--- src/rtl/hamm_codec.sv ---
// Hamming SECDED (8,4) codec: a registered encoder and a registered decoder
// sharing only clock and reset. Codeword bit i holds Hamming position i+1,
// and bit 7 carries even overall parity.

// Encoder: 4-bit data in, 8-bit SECDED codeword out, one cycle of latency.
module hamm_encoder (
   input  logic       clk,
   input  logic       reset,
   input  logic [3:0] in,
   output logic [7:0] out
);

   // Build the codeword: parity bits at positions 1, 2 and 4, data at 3, 5, 6, 7,
   // then the overall parity bit on top.
   function automatic logic [7:0] encode(input logic [3:0] d);
      logic [6:0] h;
      h = {d[3], d[2], d[1], d[1] ^ d[2] ^ d[3],
           d[0], d[0] ^ d[2] ^ d[3], d[0] ^ d[1] ^ d[3]};
      return {^h, h};
   endfunction

   // Codeword register; reset clears it to 0x00, which is the valid codeword for data 0.
   always_ff @(posedge clk or negedge reset) begin
      if (!reset) out <= '0;
      else        out <= encode(in);
   end

endmodule

// Decoder: 8-bit received codeword in, corrected 4-bit data and error flags out.
// The port names follow the wrapper mapping: "out" is the codeword input and
// "in" is the data output.
module hamm_decoder (
   input  logic       clk,
   input  logic       reset,
   input  logic [7:0] out,
   output logic [3:0] in,
   output logic       single_err,
   output logic       double_err
);

   logic [2:0] syn_p0;
   logic       par_p0;
   logic [6:0] fixed_p0;

   // Syndrome and overall parity; with odd parity the syndrome names the bit to
   // flip, and a zero syndrome means only the parity bit itself was hit.
   always_comb begin
      syn_p0   = {out[3] ^ out[4] ^ out[5] ^ out[6],
                  out[1] ^ out[2] ^ out[5] ^ out[6],
                  out[0] ^ out[2] ^ out[4] ^ out[6]};
      par_p0   = ^out;
      fixed_p0 = out[6:0];
      if (par_p0) begin
         for (int i = 0; i < 7; i++) begin
            if (syn_p0 == 3'(i + 1)) fixed_p0[i] = ~out[i];
         end
      end
   end

   // ---- stage boundary: p0 -> registered outputs ----
   // Output registers; a double error passes the data bits through uncorrected.
   always_ff @(posedge clk or negedge reset) begin
      if (!reset) begin
         in         <= '0;
         single_err <= 1'b0;
         double_err <= 1'b0;
      end else begin
         in         <= {fixed_p0[6], fixed_p0[5], fixed_p0[4], fixed_p0[2]};
         single_err <= par_p0;
         double_err <= !par_p0 && (syn_p0 != 3'd0);
      end
   end

endmodule

// Top-level wrapper exposing the encoder and decoder side by side.
module hamm_codec (
   input  logic       clk,
   input  logic       reset,
   input  logic [3:0] enc_in,
   output logic [7:0] enc_out,
   input  logic [7:0] dec_in,
   output logic [3:0] dec_out,
   output logic       dec_single_err,
   output logic       dec_double_err
);

   hamm_encoder u_enc (
      .clk   (clk),
      .reset (reset),
      .in    (enc_in),
      .out   (enc_out)
   );

   hamm_decoder u_dec (
      .clk        (clk),
      .reset      (reset),
      .out        (dec_in),
      .in         (dec_out),
      .single_err (dec_single_err),
      .double_err (dec_double_err)
   );

endmodule

--- config.mk ---
export PLATFORM = sky130hd
export DESIGN_NAME = hamm_codec
export DESIGN_NICKNAME = d
export VERILOG_FILES = /design/src/rtl/hamm_codec.sv
export SDC_FILE = /design/constraint.sdc
export NUM_CORES = 1
export LEC_CHECK = 0
export CAP_MARGIN = 40
export CORE_MARGIN = 4
export CORE_UTILIZATION = 40
export DETAILED_ROUTE_END_ITERATION = 8
export GPL_TIMING_DRIVEN = 0
export PLACE_DENSITY = 0.74
export SLEW_MARGIN = 20
export SYNTH_ARGS = -nofsm -noshare
export SYNTH_HDL_FRONTEND = slang
export SYNTH_HIERARCHICAL = 1
export SYNTH_SLANG_ARGS = --single-unit
--- constraint.sdc ---
create_clock -name clk -period 0.8 [get_ports clk]
set_clock_uncertainty 0.15 [all_clocks]
set_input_delay 0.16 -clock clk [delete_from_list [all_inputs] [get_ports clk]]
set_output_delay 0.16 -clock clk [all_outputs]
set_load 0.1 [all_outputs]
### Word level (Yosys, flattened, before mapping)

Index checks and enable logic that the tools add are counted.

| storage, ports and cells | value |
|---|---|
| flip-flop bits (word level) | 14 |
| output and inout bits | 14 |
| word-level logic and storage cells | 46 |

| cells by class | value |
|---|---|
| bitwise logic cells | 22 |
| reduce and logical (&&, ||, !) cells | 5 |
| muxes and demuxes | 8 |
| equal/unequal tests | 7 |

Operator list:

| kind | number |
|---|---|
| $xor 1x1->1 | 15 |
| $eq 3x3->1 const B | 4 |
| $reduce_xor 8->1 | 1 |
| $mux 1 | 7 |
| $mux 7 | 1 |
| $not 1->1 | 7 |
| $reduce_xor 7->1 | 1 |
| $eq 3x2->1 const B | 2 |
| $eq 3x1->1 const B | 1 |
| $reduce_bool 3->1 | 1 |
| $logic_and 1x1->1 | 1 |
| $logic_not 1->1 | 1 |

### Longest topological paths before layout

| depth | value |
|---|---|
| word-level depth | 6 |
| depth in mapped cells | 5 |
| depth with buffers taken out | 4 |

### By module

Netlist, hierarchy kept.

Modules (own cells, without submodules):

| module | area an instance (um^2) | cells an instance | times used |
|---|---|---|---|
| hamm_decoder | 523.0 | 52 | 1 |
| hamm_encoder | 302.8 | 12 | 1 |

### Worst setup path before layout

OpenSTA, ideal clock, no wires.

| timing | value |
|---|---|
| kind | input-to-reg |
| start | in dec_in[6] |
| end | reg u_dec.in[1] |
| setup slack | -734 ps |
| library setup time | 79 ps |
| data arrival time | 1304 ps |
| stages | 5 |
| path buffers | 1 |
| cells stage by stage | buf_4 > xor2_1 > or2_1 > a2111oi_2 > a2bb2oi_1 |

| on the way | value |
|---|---|
| cells in the longest elaborated chain, start to end | 4 |
| elaborated cells on any way between the ends | 7 |
| classes of those cells | eq/ne (1); mux (2); bitwise (3); reduce/logical (1) |

RTL lines:

| item | RTL line | source |
|---|---|---|
| from (decl) | 83 | `input logic [7:0] dec_in,` |
| $xor 1x1->1, on equally long branches | 51, 49, 50 |  |
| $eq 3x3->1 | 56 | `if (syn_p0 == 3'(i + 1)) fixed_p0[i] = ~out[i];` |
| $mux 1 | 56 |  |
| $mux 7 * | 54 | `if (par_p0) begin` |
| named net u_dec.fixed_p0[4] | 44 | `logic [6:0] fixed_p0;` |
| to (signal assigned) | 69 | `in <= {fixed_p0[6], fixed_p0[5], fixed_p0[4], fixed_p0[2]};` |
| to (decl) | 37 | `output logic [3:0] in,` |

The timed path passes the listed nets; every way through them passes the cells marked *.

### Worst setup path after layout

| timing | value |
|---|---|
| start | in dec_in[3] |
| end | reg u_dec.in[1] |

| on the way | value |
|---|---|
| cells in the longest elaborated chain, start to end | 6 |
| elaborated cells on any way between the ends | 7 |
| classes of those cells | eq/ne (1); mux (2); bitwise (3); reduce/logical (1) |

RTL lines:

| item | RTL line | source |
|---|---|---|
| $xor 1x1->1 (3 in series) | 49 | `syn_p0 = {out[3] ^ out[4] ^ out[5] ^ out[6],` |
| $eq 3x3->1 | 56 |  |
| $mux 1 | 56 |  |
| $mux 7 * | 54 |  |
| named net u_dec.fixed_p0[4] | 44 |  |

Marks and branches as above.

==> impl_metrics.py <==
metrics = {
    "logic_synthesis": {
        "synthTopCellsByCount": "14 x dfrtp_1, 5 x nand3_1, 4 x o21ai_0, 4 x xor2_1",
        "seq_area_frac_synth_pct": 42.4,
        "syn_nets": 78,
        "synth_top_cell_by_area": "dfrtp_1",
        "synth.most_common_cell": "dfrtp_1",
        "yosys_warnings": 6,
        "syn_avg_cell_area_um2": 12.9,
        "synth_top_area_share_pct": 42.4,
        "syn_inst": 64,
        "yosysUniqueCellTypes": 32,
        "synth-seq-cells": 14,
        "synth.area.top_cells": "dfrtp_1 42%, xor3_4 6.7%, xor3_1 5.8%, xor2_1 4.2%, xnor2_2 3.9%",
        "synth_edf_count": 0,
        "netlist_area_um2": 826,
        "async_flop_share_pct": 100,
        "ys.flop_type": "dfrtp_1",
    },
    "grt": {
        "antenna_found_initial": 0,
        "grt_start_max_net_pins": 15,
        "first_global_vias": 682,
        "grt_use_total_pct": 19.1,
        "overflow": 0,
        "grt_pass1_wl_mm": 3.64,
    },
    "placement": {
        "place_ws_ns": -1.47,
        "io_buffers": 25,
        "place_congestion": 0.773,
        "hpwl_mm": 1.65,
    },
    "sta": {
        "fmax_mhz": 724,
        "slew_headroom_pct": 60.1,
        "rsz0062_at_grt": "yes",
        "fin_crit_ns": 1.38,
        "finalHoldViolCount": 18,
        "slew_viol_final": 0,
        "worst_pin_slew_ns": 0.599,
        "finalCritPeriodShare_pct": 173,
        "holdWs_ns": -0.173,
        "setup_violations": 20,
        "layout_setup_ws_ns": -0.582,
    },
    "floorplanning": {
        "rows": 16,
        "start_util_pct": 42.1,
        "die_width_um": 53.4,
        "die_area_um2": 2860,
        "core-area_um2": 1960,
        "die_y_um": 53.4,
        "ios": 28,
    },
    "cells_and_area": {
        "num_antenna_cells": 0,
        "nFillCells": 114,
        "fin_nets": 117,
        "syn2layout_area_growth_pct": 88.9,
        "multi_input_area_um2": 609,
        "seq_area_um2": 395,
        "drive_gt1_share_pct": 73.5,
    },
    "routing": {
        "vias_per_cell": 5.32,
        "drt_iter0_drc": 11,
        "drt_first_pass_iters": 4,
        "drc": 0,
        "vias": 686,
        "ant_nets": 0,
        "avgRoutedWirePerCell_um": 20.6,
        "wl_mm": 2.65,
    },
    "clock_network": {
        "cts_sinks": 14,
        "cts_tree": "done",
        "cts-root-to-sink-buffers": 2,
        "clk_pin_slew_ns": 0.09,
        "cts_buffers": 3,
        "root_buffer": "clkbuf_4",
        "cts_max_level": 1,
    },
    "worst_setup_path": {
        "critPathMaxFanout": 6,
        "path_class": "in2reg",
        "worst_setup_path_start_kind": "input pin",
        "cp-end-kind": "flip-flop",
        "cp.required_ns": 0.87,
        "arrival_ns": 1.45,
    },
    "power": {
        "power_frac_clock_pct": 14.4,
        "power_frac_comb_pct": 58.5,
        "power_mw": 3.55,
        "ir_drop_mv": 1.70,
        "swShare_pct": 44.4,
        "power.density_nw_per_um2": 2280,
        "p_switching_mw": 1.58,
        "p_int_mw": 1.98,
        "seqPwrFrac_pct": 27.1,
        "p_leak_nw": 0.639,
    },
    "run": {
        "cap_violations": 0,
    },
    "hold_path": {
        "hold_path.class": "in2async",
    },
    "outcome": {
        "violations": "hold timing, setup timing",
        "status": "finished, violations left",
    },
}
logic make-up after synthesis:
family	count (synthesis)	share of synthesized area, %
AO/OA/AOI/OAI	18	17.4
AND/OR/NAND/NOR	15	10.2
flip-flops	14	42.4
XOR/XNOR	13	26.7
buffers and inverters	4	3.33
power by group through the flow:
stage	clock [mW]	combinational [mW]	sequential (mW)
finish	0.513	2.08	0.961
detailed placement	0	1.91	0.912
CTS	0.512	1.92	0.965
global placement	0	1.54	0.905
global route	0.567	2.14	0.973
floorplan	0	0.414	1.68
registers in the layout, indices dropped and copies added (netlist names):
signal,count
u_dec/in,4
u_enc/out,8
u_dec/double_err,1
u_dec/single_err,1
metal layers:
layer | vias up | global-route usage, % | part of all wire, %
li1 | 310 | - | -
met1 | 347 | 23.8 | 41
met2 | 25 | 31.8 | 53
met3 | 4 | 3.94 | 4.6
met4 | 0 | 7.66 | 1.8
met5 | - | 0 | 0
critical path: stages:
cell and delay (ns):
buf_6 0.07, xor3_2 0.48, xnor2_4 0.19, buf_4 0.16, a2111oi_4 0.23, a2bb2oi_2 0.17
area by class of cell:
class,instances,area share [%]
clock buffer,4,2.33
tap,27,2.17
multi-input combinational,46,39.1
sequential,14,25.3
timing repair buffer,34,28.3
buffer,4,2.81
repair_timing:
item | in CTS | in global routing
hold endpoints to repair | 17 | 18
endpoints found under the setup margin | 38 | 23
pin swaps | 11 | 4
cloned | 1 | 0
gates resized for setup | 70 | 12
buffers inserted | 4 | 5
cells in the final DEF (no fill, tap or decap), drive strengths merged:
cell type      netlist  layout
dlygate4sd2          0       1
a211o                1       1
o211ai               1       1
nand3                5       5
xor3                 5       5
nor4                 1       1
o21a                 1       1
o22a                 1       1
or2                  3       3
clkdlybuf4s15        0       1
xnor2                3       3
nand2b               1       1
clkbuf               1       6
nand2                1       1
nor2                 1       1
nor3                 1       1
dfrtp               14      14
buf                  3      34
a21oi                4       4
nor2b                1       1
a2bb2oi              2       2
xor2                 5       5
a2111oi              2       2
and4                 1       1
a21o                 1       1
o311ai               1       1
o21ai                4       4
metrics by stage:
step / utilization, % / setup TNS [ns] / hold WS [ns] / instance area, um2 / instances
after floorplan: - / -5.80 / -0.286 / 918 / 64
after global placement: 61.3 / -30.06 / 0.379 / 1200 / 116
after detailed placement: 72.0 / -25.27 / 0.369 / 1410 / 130
after CTS: 75.3 / -9.08 / -0.150 / 1480 / 124
after global routing: 79.5 / -9.83 / -0.128 / 1560 / 129
final: 79.5 / -9.39 / -0.173 / 1560 / 129
worst max path at each step:
stage               slack (ns)      start           to
floorplan                -0.69  dec_in[5]  u_dec/in[1]
global placement         -1.36  dec_in[1]  u_dec/in[0]
detailed placement       -1.47  dec_in[1]  u_dec/in[1]
CTS                      -0.56  dec_in[3]  u_dec/in[0]
global route             -0.57  dec_in[3]  u_dec/in[1]
finish                   -0.58  dec_in[3]  u_dec/in[1]
Power figures use the tool's default switching activity.
